==> src/rtl/morse_pkg.sv <==
// Shared types and constants for the Morse keyer and its LUT.
// MORSE_TX_WORD_GAP_EN adds the WORD state used for inter-word spacing.
package morse_pkg;

  localparam int unsigned PAT_W = 16;
  localparam logic [4:0] CODE_SPACE      = 5'd26;
  localparam logic [4:0] CODE_MAX_LETTER = 5'd25;

`ifdef MORSE_TX_WORD_GAP_EN
  typedef enum logic [1:0] {ST_IDLE, ST_LOAD, ST_SEND, ST_WORD} state_t;
`else
  typedef enum logic [1:0] {ST_IDLE, ST_LOAD, ST_SEND} state_t;
`endif

  // Index of the most significant set bit; 0 when the pattern is empty.
  function automatic logic [3:0] lead_one_idx(input logic [PAT_W-1:0] p);
    logic [3:0] r;
    r = '0;
    for (int unsigned i = 0; i < PAT_W; i++) begin
      if (p[i]) r = 4'(i);
    end
    return r;
  endfunction

endpackage

==> src/rtl/morse_tx_if.sv <==
// Character request handshake between a character source and the keyer.
interface morse_tx_if;
  logic       char_valid;
  logic [4:0] char_code;
  logic       char_ready;

  modport master (output char_valid, output char_code, input char_ready);
  modport slave  (input char_valid, input char_code, output char_ready);
endinterface

==> src/rtl/morse_lut.sv <==
// Letter code to right-aligned unit pattern (dot=10, dash=1110).
// Purely combinational so a decoder can reuse it.
module morse_lut
  import morse_pkg::*;
(
  input  logic [4:0]       char_code,
  output logic [PAT_W-1:0] pattern,
  output logic             is_letter
);

  // Symbol presence mask and dash flags, first symbol at bit 3.
  logic [3:0] msk;
  logic [3:0] dsh;

  always_comb begin
    msk = '0;
    dsh = '0;
    case (char_code)
      5'd0:  {msk, dsh} = {4'b1100, 4'b0100};
      5'd1:  {msk, dsh} = {4'b1111, 4'b1000};
      5'd2:  {msk, dsh} = {4'b1111, 4'b1010};
      5'd3:  {msk, dsh} = {4'b1110, 4'b1000};
      5'd4:  {msk, dsh} = {4'b1000, 4'b0000};
      5'd5:  {msk, dsh} = {4'b1111, 4'b0010};
      5'd6:  {msk, dsh} = {4'b1110, 4'b1100};
      5'd7:  {msk, dsh} = {4'b1111, 4'b0000};
      5'd8:  {msk, dsh} = {4'b1100, 4'b0000};
      5'd9:  {msk, dsh} = {4'b1111, 4'b0111};
      5'd10: {msk, dsh} = {4'b1110, 4'b1010};
      5'd11: {msk, dsh} = {4'b1111, 4'b0100};
      5'd12: {msk, dsh} = {4'b1100, 4'b1100};
      5'd13: {msk, dsh} = {4'b1100, 4'b1000};
      5'd14: {msk, dsh} = {4'b1110, 4'b1110};
      5'd15: {msk, dsh} = {4'b1111, 4'b0110};
      5'd16: {msk, dsh} = {4'b1111, 4'b1101};
      5'd17: {msk, dsh} = {4'b1110, 4'b0100};
      5'd18: {msk, dsh} = {4'b1110, 4'b0000};
      5'd19: {msk, dsh} = {4'b1000, 4'b1000};
      5'd20: {msk, dsh} = {4'b1110, 4'b0010};
      5'd21: {msk, dsh} = {4'b1111, 4'b0001};
      5'd22: {msk, dsh} = {4'b1110, 4'b0110};
      5'd23: {msk, dsh} = {4'b1111, 4'b1001};
      5'd24: {msk, dsh} = {4'b1111, 4'b1011};
      5'd25: {msk, dsh} = {4'b1111, 4'b1100};
      default: {msk, dsh} = '0;
    endcase
  end

  always_comb begin
    logic [3:0] m;
    logic [3:0] d;
    pattern = '0;
    m = msk;
    d = dsh;
    for (int unsigned i = 0; i < 4; i++) begin
      if (m[3]) begin
        if (d[3]) pattern = {pattern[PAT_W-5:0], 4'b1110};
        else      pattern = {pattern[PAT_W-3:0], 2'b10};
      end
      m = {m[2:0], 1'b0};
      d = {d[2:0], 1'b0};
    end
  end

  assign is_letter = (char_code <= CODE_MAX_LETTER);

endmodule

==> src/rtl/morse_tx.sv <==
// Serial Morse keyer: one unit of key_out per newclk edge.
// Define MORSE_TX_WORD_GAP_EN to treat code 26 as a word space.
module morse_tx
  import morse_pkg::*;
(
  input  logic             newclk,
  input  logic             reset,
  morse_tx_if.slave        chr,
  output logic             key_out,
  output logic             busy,
  output logic [PAT_W-1:0] pattern_out,
  output logic             err
);

  state_t           state;
  logic [4:0]       code_q;
  logic [PAT_W-1:0] shreg;
  logic [3:0]       idx;
  logic [3:0]       lead;
  logic             last;
  logic [PAT_W-1:0] lut_pat;
  logic             lut_letter;
  logic             space_req;
`ifdef MORSE_TX_WORD_GAP_EN
  logic             wcnt;
`endif

  morse_lut u_lut (
    .char_code (chr.char_code),
    .pattern   (lut_pat),
    .is_letter (lut_letter)
  );

`ifdef MORSE_TX_WORD_GAP_EN
  assign space_req = (chr.char_code == CODE_SPACE);
`else
  assign space_req = 1'b0;
`endif

  assign lead           = lead_one_idx(pattern_out);
  assign chr.char_ready = (state == ST_IDLE);
  assign busy           = (state != ST_IDLE);

  // LOAD already presents the leading bit so SEND ends on the trailing 0,
  // giving the 3-unit inter-letter gap with IDLE and the next LOAD.
  always_ff @(posedge newclk or posedge reset) begin
    if (reset) begin
      state       <= ST_IDLE;
      key_out     <= 1'b0;
      pattern_out <= '0;
      err         <= 1'b0;
      code_q      <= '0;
      shreg       <= '0;
      idx         <= '0;
      last        <= 1'b0;
`ifdef MORSE_TX_WORD_GAP_EN
      wcnt        <= 1'b0;
`endif
    end else begin
      err <= 1'b0;
      case (state)
        ST_IDLE: begin
          key_out <= 1'b0;
          if (chr.char_valid) begin
            code_q <= chr.char_code;
            state  <= ST_LOAD;
            if (lut_letter)      pattern_out <= lut_pat;
            else if (!space_req) err         <= 1'b1;
          end
        end
        ST_LOAD: begin
          if (code_q <= CODE_MAX_LETTER) begin
            shreg   <= pattern_out;
            key_out <= pattern_out[lead];
            idx     <= lead - 4'd1;
            last    <= 1'b0;
            state   <= ST_SEND;
          end
`ifdef MORSE_TX_WORD_GAP_EN
          else if (code_q == CODE_SPACE) begin
            key_out <= 1'b0;
            wcnt    <= 1'b0;
            state   <= ST_WORD;
          end
`endif
          else begin
            key_out <= 1'b0;
            state   <= ST_IDLE;
          end
        end
        ST_SEND: begin
          if (last) begin
            key_out <= 1'b0;
            last    <= 1'b0;
            state   <= ST_IDLE;
          end else begin
            key_out <= shreg[idx];
            idx     <= idx - 4'd1;
            last    <= (idx == 4'd0);
          end
        end
`ifdef MORSE_TX_WORD_GAP_EN
        ST_WORD: begin
          key_out <= 1'b0;
          if (wcnt) state <= ST_IDLE;
          else      wcnt  <= 1'b1;
        end
`endif
        default: begin
          key_out <= 1'b0;
          state   <= ST_IDLE;
        end
      endcase
    end
  end

endmodule
==> src/flat_wrapper.sv <==
// flat-port wrapper written by rule: the top's interface ports become plain ports
module morse_tx_flat import morse_pkg::*;
  (newclk, reset, key_out, busy, pattern_out, err, chr_char_valid, chr_char_code, chr_char_ready);
  morse_tx_if chr_i ();
  input  logic newclk;
  input  logic reset;
  output logic key_out;
  output logic busy;
  output logic [PAT_W-1:0] pattern_out;
  output logic err;
  input wire logic [$bits(chr_i.char_valid)-1:0] chr_char_valid;
  input wire logic [$bits(chr_i.char_code)-1:0] chr_char_code;
  output wire logic [$bits(chr_i.char_ready)-1:0] chr_char_ready;
  assign chr_i.char_valid = chr_char_valid;
  assign chr_i.char_code = chr_char_code;
  assign chr_char_ready = chr_i.char_ready;
  morse_tx u_core (.newclk(newclk), .reset(reset), .chr(chr_i), .key_out(key_out), .busy(busy), .pattern_out(pattern_out), .err(err));
endmodule
==> config.mk <==
export PLATFORM = sky130hd
export DESIGN_NAME = morse_tx_flat
export DESIGN_NICKNAME = d
export VERILOG_FILES = /design/src/rtl/morse_pkg.sv /design/src/rtl/morse_tx_if.sv /design/src/rtl/morse_lut.sv /design/src/rtl/morse_tx.sv /design/src/flat_wrapper.sv
export SDC_FILE = /design/constraint.sdc
export NUM_CORES = 1
export LEC_CHECK = 0
export BUFFER_PORTS_ARGS = -buffer_cell sky130_fd_sc_hd__buf_2
export CAP_MARGIN = 0
export CORE_MARGIN = 2
export CORE_UTILIZATION = 55
export CTS_CLUSTER_DIAMETER = 80
export DETAILED_ROUTE_END_ITERATION = 10
export PLACE_DENSITY_LB_ADDON = 0.25
export SETUP_SLACK_MARGIN = 0.2
export SYNTH_ARGS = -nofsm -noshare
export SYNTH_HDL_FRONTEND = slang
export SYNTH_SLANG_ARGS = --single-unit
==> constraint.sdc <==
create_clock -name newclk -period 3.8 [get_ports newclk]
set_input_delay 0.57 -clock newclk [delete_from_list [all_inputs] [get_ports newclk]]
set_output_delay 0.57 -clock newclk [all_outputs]
set_load 0.02 [all_outputs]
==> metrics, run 1 <==
GR Util met3=3.78%; Critical path buffers and inverters=2; Total Wirelength=around 7.6 mm; xor/xnor cell area share of the yosys netlist=less than 1%; clk slew on worst S/H paths=approximately 0.08 ns; number of CTS-inserted buffers=5; starting utilization of the core area=55.9%; critical-path cell list=buf_2 -> inv_1 -> ha_1 -> nor2b_1 -> o311ai_2 -> nand2_1 -> nor4_2 -> o31ai_1 -> o32ai_1; power per cell area=685 nW/µm²; die width=about 80 µm; sum of negative setup slack=0 ns; Period minus WS final=2.54 ns; Mapped Avg Cell Area=8.89 µm²; CP top delay family=compound AO/OA/AOI/OAI gates; Crit-path slowest cell=o311ai_2; Synth Area in Adders=under 10%; Top-Level Pins=28; wire per inst=approximately 17 µm; Ys Warns=0; # resized after CTS=0; hold buffers post-CTS=0; postcts setup bufs=0; DIE AREA=6550 µm²; DR pass1 iterations=5; final setup vio count=0; # port buffers=26; Cell Area, Placed=3320 µm²; Core Rows=28; number of flops mapped to enable cells by yosys=0; Final Cycle Share=about two thirds; Fmax=around 390 MHz; global routing usage on met1=31.0%; number of distinct library cells after synthesis=81; WP data arrival=about 2.7 ns; Post-DP HPWL=about 5.5 mm; most frequent cells in the layout=nand2_1, dfrtp_1, o21ai_0, buf_2, nor2_1; Slew Viols, Final=0; placed insts=approximately 450; GP Congestion=0.922; Finished Layout Cells=between 400 and 500; Synth Cell Area=3250 µm²; simple-gate share of the synthesized area=between 20% and 30%; unrepaired setup endpoints after global routing=false; Hold WC Path Type=primary input to asynchronous set/reset pin; worst slew pin tran=0.773 ns; leakage=about 1.5 nW; Synth Net Count=383; slowest stage delay, CP=~0.43 ns; Max-Cap Viols=0; status=finished clean; H-tree levels=2; FFs w/ async S/R, synth=between 90% and 100%; die height=80.9 µm; worst skew pair latency=between 0.2 and 0.3 ns; Seq cells post-synth=a little over 40; GR Util met2=about two fifths; Post-Synthesis Cells=around 370; DRC viols=0; Area Growth Syn to Fin=5.73%; vias in the first global route=~2700; DR iter-0 viols=between 150 and 200; CP endpoint kind=flop; sequential area share after synthesis=about a third; Clock Skew=between 0.005 and 0.006 ns; largest net degree at the start of global routing=42; WS Path Type=primary input to flop; Global Route Usage Sum=between 20 and 25%; CP startpoint kind=primary input; Fillers=~550; Fin. Hold Viols=0; Most used DFF post-synth=dfrtp_1; Nets=396; ANT nets after route=0; Antenna diodes=0; via/cell ratio=6.17; post-synthesis compound-gate area fraction=about a quarter; first-pass GRT wire length=12.6 mm; Post-Layout Inst Area=approximately 3400 µm²; CTS tree=yes; CP Max Fanout=12; clock sink total=41; Slew HR=about half; multiplexer area fraction after synthesis=7.00%; via count=between 2000 and 3000; clock root buffer=clkbuf_8; most common cell after layout, fill and taps aside=nand2_1; initial antenna violation count=0; Clock Path Buffers=2; worst IR drop on VDD=approximately 0.37 mV; largest family of logic cells by synthesized area=compound AO/OA/AOI/OAI gates; layout cells sized above 1=20.0%; Core Box Area=5820 µm²; Overflow after GRT=0; most utilized layer in the global route result=met2; CP Data Required Time=~4 ns
## flip-flops by register name, indices dropped and copies added, names as in the netlist
signal and flops:
u_core.code_q 4, u_core.err 1, u_core.idx 4, u_core.key_out 1, u_core.last 1, u_core.pattern_out 14, u_core.shreg 14, u_core.state 2
## through the flow
| step | util, % | hold WS, ns | worst slack [ns] | power (mW) |
|---|---|---|---|---|
| floorplan | - | 0.441 | 1.37 | 1.69 |
| global placement | 57.1 | 0.455 | 1.07 | 1.96 |
| detailed placement | 57.1 | 0.467 | 1.01 | 1.98 |
| CTS | 59.1 | 0.410 | 1.32 | 2.36 |
| global route | 59.1 | 0.434 | 1.10 | 2.55 |
| finish | 59.1 | 0.399 | 1.26 | 2.36 |
## logic make-up after synthesis
| family | after synthesis |
|---|---|
| simple gates | 153 |
| other cells | 1 |
| fa+ha+maj | 9 |
| xor+xnor | 3 |
| mux | 16 |
| compound gates | 107 |
| flops | 41 |
| buf+inv | 36 |
## where the power goes
group	internal [mW]	leakage (nW)	total [mW]	switching, mW
sequential	0.608	0.521	0.809	0.201
combinational	0.482	0.942	1.18	0.700
clock	0.214	0.0585	0.366	0.152
## final timing paths
path / from / endpoint / slack, ns / cells past startpoint
min: reset / u_core.last$_DFFE_PP0P_ / 0.40 / 3
min in group newclk: u_core.shreg[9]$_DFFE_PP0P_ / u_core.shreg[9]$_DFFE_PP0P_ / 0.49 / 2
max reg2reg: u_core.pattern_out[8]$_DFFE_PP0P_ / u_core.idx[2]$_DFFE_PP0P_ / 1.44 / 9
max in group asynchronous: reset / u_core.pattern_out[1]$_DFFE_PP0P_ / 3.04 / 3
max: chr_char_code[0] / u_core.pattern_out[6]$_DFFE_PP0P_ / 1.26 / 9
min reg2reg: u_core.shreg[9]$_DFFE_PP0P_ / u_core.shreg[9]$_DFFE_PP0P_ / 0.49 / 2
## tightest hold or removal path, delay by kind of cell
| family | cells | cell delay (ns) |
|---|---|---|
| buffers and inverters | 3 | 0.57 |
## final cells by class
| type | instances | area (µm²) | share of cell area [%] |
|---|---|---|---|
| Clock inverter | 1 | 30.0 | 0.873 |
| Inverter | 14 | 52.6 | 1.53 |
| Clock buffer | 7 | 86.3 | 2.51 |
| Sequential cell | 41 | 1030 | 29.8 |
| Timing Repair Buffer | 28 | 145 | 4.22 |
| Tap cell | 75 | 93.8 | 2.73 |
| Multi-Input combinational cell | 289 | 2010 | 58.3 |
## routing by layer
layer	routed length, µm	vias to the layer above
met3	381	20
met4	221	0
met2	3730	94
li1	-	1356
met5	0	-
met1	3260	1336
## cells in the mapped netlist (all sizes together), types with 3 or more instances
library cell / instances / share of area, %
nand2: 73 / 8.8
dfrtp: 41 / 32
o21ai: 32 / 5.2
nor2: 21 / 2.9
a21oi: 16 / 2.6
buf: 14 / 4.3
inv: 14 / 1.6
ha: 9 / 3.5
clkbuf: 8 / 0.92
mux2i: 8 / 2.8
nand2b: 8 / 1.5
nand3: 8 / 1.2
nor3: 8 / 1.2
and2: 7 / 1.6
o211ai: 7 / 1.9
o31ai: 6 / 1.5
a31oi: 5 / 1.4
a211oi: 4 / 1.3
mux2: 4 / 1.4
mux4: 4 / 2.8
nor2b: 4 / 0.77
nor3b: 4 / 1.2
nor4: 4 / 1.2
o21a: 4 / 0.92
o311ai: 4 / 1.8
a22o: 3 / 0.81
and3b: 3 / 0.81
nand3b: 3 / 0.69
No activity file was read; power rests on OpenSTA's default activity.
==> inputs of run 2 (changes only) <==
==> constraint.sdc (replaced) <==
create_clock -name newclk -period 2.58 [get_ports newclk]
set_input_delay 0.387 -clock newclk [delete_from_list [all_inputs] [get_ports newclk]]
set_output_delay 0.387 -clock newclk [all_outputs]
set_load 0.02 [all_outputs]
==> metrics, run 2 (synthesis gave the netlist of run 1 again) <==
status=finished clean; number of CTS-inserted buffers=5; # port buffers=26; # resized after CTS=0; most frequent cells in the layout=nand2_1, dfrtp_1, o21ai_0, buf_2, nor2_1; DP Worst Slack=about 0.17 ns; largest registers=u_core.pattern_out (14), u_core.shreg (14); Global Route Usage Sum=24.6%; Overflow after GRT=0; largest net degree at the start of global routing=42; WS Path Type=flop to flop; Post-DP HPWL=between 5 and 6 mm; Clock Path Buffers=2; CP top delay family=compound AO/OA/AOI/OAI gates; clock sink total=41; H-tree levels=2; WP data arrival=roughly 2.4 ns; Fin. Hold Viols=0; DIE AREA=approximately 6500 µm²; sum of negative setup slack=0 ns; CP endpoint kind=flop; DRC viols=0; DR iter-0 viols=approximately 190; die width=80.9 µm; setup ws final=roughly 0.43 ns; vias in the first global route=between 2000 and 3000; worst IR drop on VDD=0.559 mV; Critical path buffers and inverters=0; Top-Level Pins=28; Max-Cap Viols=0; critical-path cell list=nor2b_1 -> o21ai_0 -> a311oi_1 -> or2_2 -> o21ai_1 -> ha_1 -> nand2b_1 -> a21oi_1 -> a221oi_1; final setup vio count=0; wire per inst=roughly 16 µm; CP startpoint kind=flop; slowest stage delay, CP=about 0.43 ns; Core Box Area=around 5800 µm²; CTS tree=yes; starting utilization of the core area=about 56%; Area Growth Syn to Fin=7.46%; GP Congestion=0.902; die height=around 80 µm; via count=2877; leakage=1.56 nW; CP Data Required Time=approximately 2.8 ns; CP Max Fanout=5; initial antenna violation count=0; worst skew pair latency=0.30 ns; hold buffers post-CTS=0; Antenna diodes=0; Nets=407; worst slew pin tran=0.605 ns; Fillers=between 500 and 600; layout cells sized above 1=22.3%; clk slew on worst S/H paths=0.08 ns; ANT nets after route=0; Crit-path slowest cell=dfrtp_1; total power draw=between 3 and 4 mW; first-pass GRT wire length=12.5 mm; DR pass1 iterations=5; Core Rows=28; Hold WC Path Type=primary input to asynchronous set/reset pin; Final Cycle Share=about 83%; via/cell ratio=between 6 and 7; Total Wirelength=approximately 7.6 mm; unrepaired setup endpoints after global routing=false; Period minus WS final=2.15 ns; Clock Skew=0.00789 ns; Slew HR=roughly three fifths; Slew Viols, Final=0; Fmax=~460 MHz; postcts setup bufs=0; most common cell after layout, fill and taps aside=nand2_1; clock root buffer=clkbuf_8; power per cell area=974 nW/µm²
-- run 2: cell types whose count changed in the layout (fill, tap and decap cells not counted) --
cell        before  now
buf_4            2   13
clkbuf_1         1    0
clkinvlp_4       0    1
o21ai_0         29   28
o21ai_1          1    2
bufinv_16        1    0
-- run 2: layer usage --
metal | up-vias | GRT usage, % | wire length, µm
met5 | - | 0 | 0
met4 | 0 | 7.63 | 140
met3 | 14 | 3.89 | 352
met2 | 98 | 42.6 | 3830
met1 | 1380 | 31.5 | 3250
li1 | 1385 | - | -
-- run 2: area by class of cell --
cell class              count  area [µm²]  area share [%]
multi-input cells         289        2010            57.4
clock buffers               6        82.6            2.36
clock inverters             1        7.51           0.215
inverters                  14        52.6            1.50
flip-flops and latches     41        1030            29.3
repair buffers             39         228            6.51
well taps                  75        93.8            2.68
-- run 2: power by group --
group	switching [mW]	total, mW	internal, mW
clock network	0.217	0.428	0.211
registers	0.296	1.19	0.896
logic	1.04	1.78	0.750
-- run 2: per-stage QoR --
stage	util [%]	hold slack (ns)	std cells	instance area, µm²
2_1_floorplan	-	0.441	366	3250
3_3_place_gp	58.6	0.458	458	3410
3_5_place_dp	58.6	0.466	458	3410
4_1_cts	60.1	0.227	465	3500
5_1_grt	60.1	0.266	465	3500
6_report	60.1	0.195	465	3500
-- run 2: final timing paths --
kind / to / from / cells after the start / slack (ns)
setup / recovery: u_core.idx[2]$_DFFE_PP0P_ / u_core.pattern_out[1]$_DFFE_PP0P_ / 9 / 0.43
hold / removal: u_core.err$_DFF_PP0_ / reset / 3 / 0.20
setup reg to reg: u_core.idx[2]$_DFFE_PP0P_ / u_core.pattern_out[1]$_DFFE_PP0P_ / 9 / 0.43
min in group newclk: u_core.code_q[1]$_DFFE_PP0P_ / chr_char_code[1] / 3 / 0.43
max in group asynchronous: u_core.idx[3]$_DFFE_PP0P_ / reset / 3 / 2.02
hold reg to reg: u_core.shreg[13]$_DFFE_PP0P_ / u_core.shreg[13]$_DFFE_PP0P_ / 2 / 0.48
-- run 2: worst reg2reg max path, stage by stage, from the launching register on --
cell      delay [ns]
dfrtp_1         0.43
nor2b_1         0.15
o21ai_0         0.21
a311oi_1        0.14
or2_2           0.36
o21ai_1         0.16
ha_1            0.22
nand2b_1        0.12
a21oi_1         0.07
a221oi_1        0.21
==> inputs of run 3 (changes only) <==
--- a/config.mk
+++ b/config.mk
@@ -5,6 +5,7 @@
 export SDC_FILE = /design/constraint.sdc
 export NUM_CORES = 1
 export LEC_CHECK = 0
+export ABC_AREA = 1
 export BUFFER_PORTS_ARGS = -buffer_cell sky130_fd_sc_hd__buf_2
 export CAP_MARGIN = 0
 export CORE_MARGIN = 2
==> constraint.sdc (replaced) <==
create_clock -name newclk -period 1.99 [get_ports newclk]
set_input_delay 0.2985 -clock newclk [delete_from_list [all_inputs] [get_ports newclk]]
set_output_delay 0.2985 -clock newclk [all_outputs]
set_load 0.02 [all_outputs]
==> metrics, run 3 <==
Clock Path Buffers=2; via count=2827; first-pass GRT wire length=between 10 and 15 mm; critical-path cell list=buf_8 -> clkinvlp_4 -> ha_4 -> nor2_4 -> a21oi_2 -> a31oi_1 -> nand2_2 -> nor2_4 -> nand3_4 -> o21ai_4 -> nand3_2 -> o21ai_1 -> nand2_1 -> nand2_1; Finished Core Util=between 70% and 80%; simple-gate share of the synthesized area=27.2%; Core Rows=25; slowest stage delay, CP=0.26 ns; Slew HR=around 47%; WS Path Type=primary input to flop; Global Route Usage Sum=26.6%; Post-DP HPWL=5.08 mm; initial antenna violation count=0; sequential area share after synthesis=between 30 and 40%; ANT nets after route=0; DRC viols=0; FFs w/ async S/R, synth=100%; Synth Cell Area=between 2000 and 3000 µm²; power per cell area=between 1000 and 1500 nW/µm²; Most used DFF post-synth=dfrtp_1; DIE AREA=between 5000 and 6000 µm²; vias in the first global route=between 2000 and 3000; wire per inst=14.8 µm; Post-Synthesis Cells=approximately 370; Crit-path slowest cell=ha_4; most frequent cells in the layout=nand2_1, buf_4, dfrtp_1, inv_1, o21ai_0; count leader, synth=nand2_1; Yosys top cell area share=37.3%; final setup vio count=0; H-tree levels=2; most common cell after layout, fill and taps aside=nand2_1; Mapped Avg Cell Area=approximately 7.4 µm²; number of flops mapped to enable cells by yosys=0; xor/xnor cell area share of the yosys netlist=less than 1%; largest family of logic cells by synthesized area=simple AND/OR/NAND/NOR gates; Core Box Area=around 4800 µm²; die width=~75 µm; Fmax=approximately 530 MHz; worst skew pair latency=0.29 ns; # port buffers=26; Clock Skew=between 0.004 and 0.005 ns; GP Congestion=between 0.9 and 1; DR pass1 iterations=5; sum of negative setup slack=0 ns; Slew Viols, Final=0; Area Growth Syn to Fin=31.1%; Fin. Hold Viols=0; Period minus WS final=~1.9 ns; starting utilization of the core area=between 50% and 60%; Synth Net Count=about 390; worst hold slack=roughly 0.14 ns; Top-Level Pins=28; unrepaired setup endpoints after global routing=true; worst IR drop on VDD=around 0.65 mV; most frequent cells after synthesis=nand2_1, inv_1, dfrtp_1, o21ai_0, nor2_1; Seq cells post-synth=41; Hold WC Path Type=primary input to asynchronous set/reset pin; Ys Warns=0; CP top delay family=simple AND/OR/NAND/NOR gates; layout cells sized above 1=34.5%; largest cells by area after synthesis=dfrtp_1, nand2_1, o21ai_0; die height=~75 µm; Overflow after GRT=0; post-synthesis compound-gate area fraction=a little over a fifth; Nets=459; largest net degree at the start of global routing=22; Synth Area in Adders=slightly above 4%; Fillers=between 300 and 400; Antenna diodes=0; DR iter-0 viols=135; hold buffers post-CTS=0; via/cell ratio=5.54; Final Cycle Share=a little over nine tenths; Total Wirelength=between 7 and 8 mm; largest registers=u_core.pattern_out (14), u_core.shreg (14); setup slack, reg-to-reg=around 0.10 ns; CP endpoint kind=flop; Yosys top cell by area=dfrtp_1; CP Data Required Time=2.22 ns; number of distinct library cells after synthesis=between 40 and 50; clk slew on worst S/H paths=~0.08 ns; CP startpoint kind=primary input; leakage=between 1.5 and 2 nW; WP data arrival=between 2 and 2.5 ns; clock root buffer=clkbuf_8; CTS tree=yes; clock sink total=41; Max-Cap Viols=0; CP Max Fanout=3; status=finished clean; multiplexer area fraction after synthesis=0%; Critical path buffers and inverters=2; worst slew pin tran=around 0.79 ns; number of CTS-inserted buffers=5
run 3: final cells by class:
class                   count  area (µm²)  share of cell area (%)
multi-input cells         272        1670                    46.4
flip-flops and latches     41        1030                    28.5
repair buffers             71         498                    13.8
inverters                  50         195                    5.41
well taps                  67        83.8                    2.32
clock buffers               6        82.6                    2.29
clock inverters             2        37.5                    1.04
repair inverters            1        7.51                   0.208
run 3: per-stage QoR:
stage / power [mW] / setup WS, ns / instances / instance area [µm²]
after floorplan: 3.16 / 0.177 / 374 / 2790
after global placement: 3.83 / -0.122 / 489 / 3190
after detailed placement: 3.88 / -0.119 / 489 / 3190
after CTS: 4.77 / 0.178 / 501 / 3380
after global routing: 5.60 / -0.0438 / 510 / 3610
final: 5.22 / 0.101 / 510 / 3610
run 3: worst paths after layout:
check / cells after the start / from / to
max: 14 / chr_char_code[0] / u_core.pattern_out[9]$_DFFE_PP0P_
min in group newclk: 4 / chr_char_valid / u_core.state[0]$_DFFE_PP0P_
max in group asynchronous: 3 / reset / u_core.pattern_out[7]$_DFFE_PP0P_
min reg2reg: 2 / u_core.shreg[6]$_DFFE_PP0P_ / u_core.shreg[6]$_DFFE_PP0P_
min: 2 / reset / u_core.state[0]$_DFFE_PP0P_
max reg2reg: 19 / u_core.pattern_out[2]$_DFFE_PP0P_ / u_core.key_out$_DFF_PP0_
run 3: layer usage:
layer  vias to the layer above  global-route usage [%]  wire, µm
li1                       1366                       -         -
met1                      1356                    34.8      3190
met2                        95                    46.8      3990
met3                        10                    3.88       299
met4                         0                    5.75        86
met5                         -                       0         0
run 3: power breakdown:
| group | leakage [nW] | internal, mW | switching, mW |
|---|---|---|---|
| combinational | 1.16 | 1.17 | 1.82 |
| sequential | 0.508 | 1.20 | 0.331 |
| clock | 0.0574 | 0.408 | 0.294 |
run 3: repair_timing:
| action | 4_1_cts | 5_1_grt |
|---|---|---|
| pin swaps | 7 | 22 |
| cloned | 1 | 0 |
| resized for setup | 14 | 35 |
| setup endpoints to repair | 5 | 32 |
| buffers inserted | 3 | 9 |
run 3: cells by family (layout without fill, tap and decap cells):
group	after synthesis	in the layout
AND/OR/NAND/NOR	167	167
other	1	1
XOR/XNOR	2	2
buffers and inverters	61	130
adder cells (fa/ha/maj)	9	9
flip-flops	41	41
AO/OA/AOI/OAI	93	93
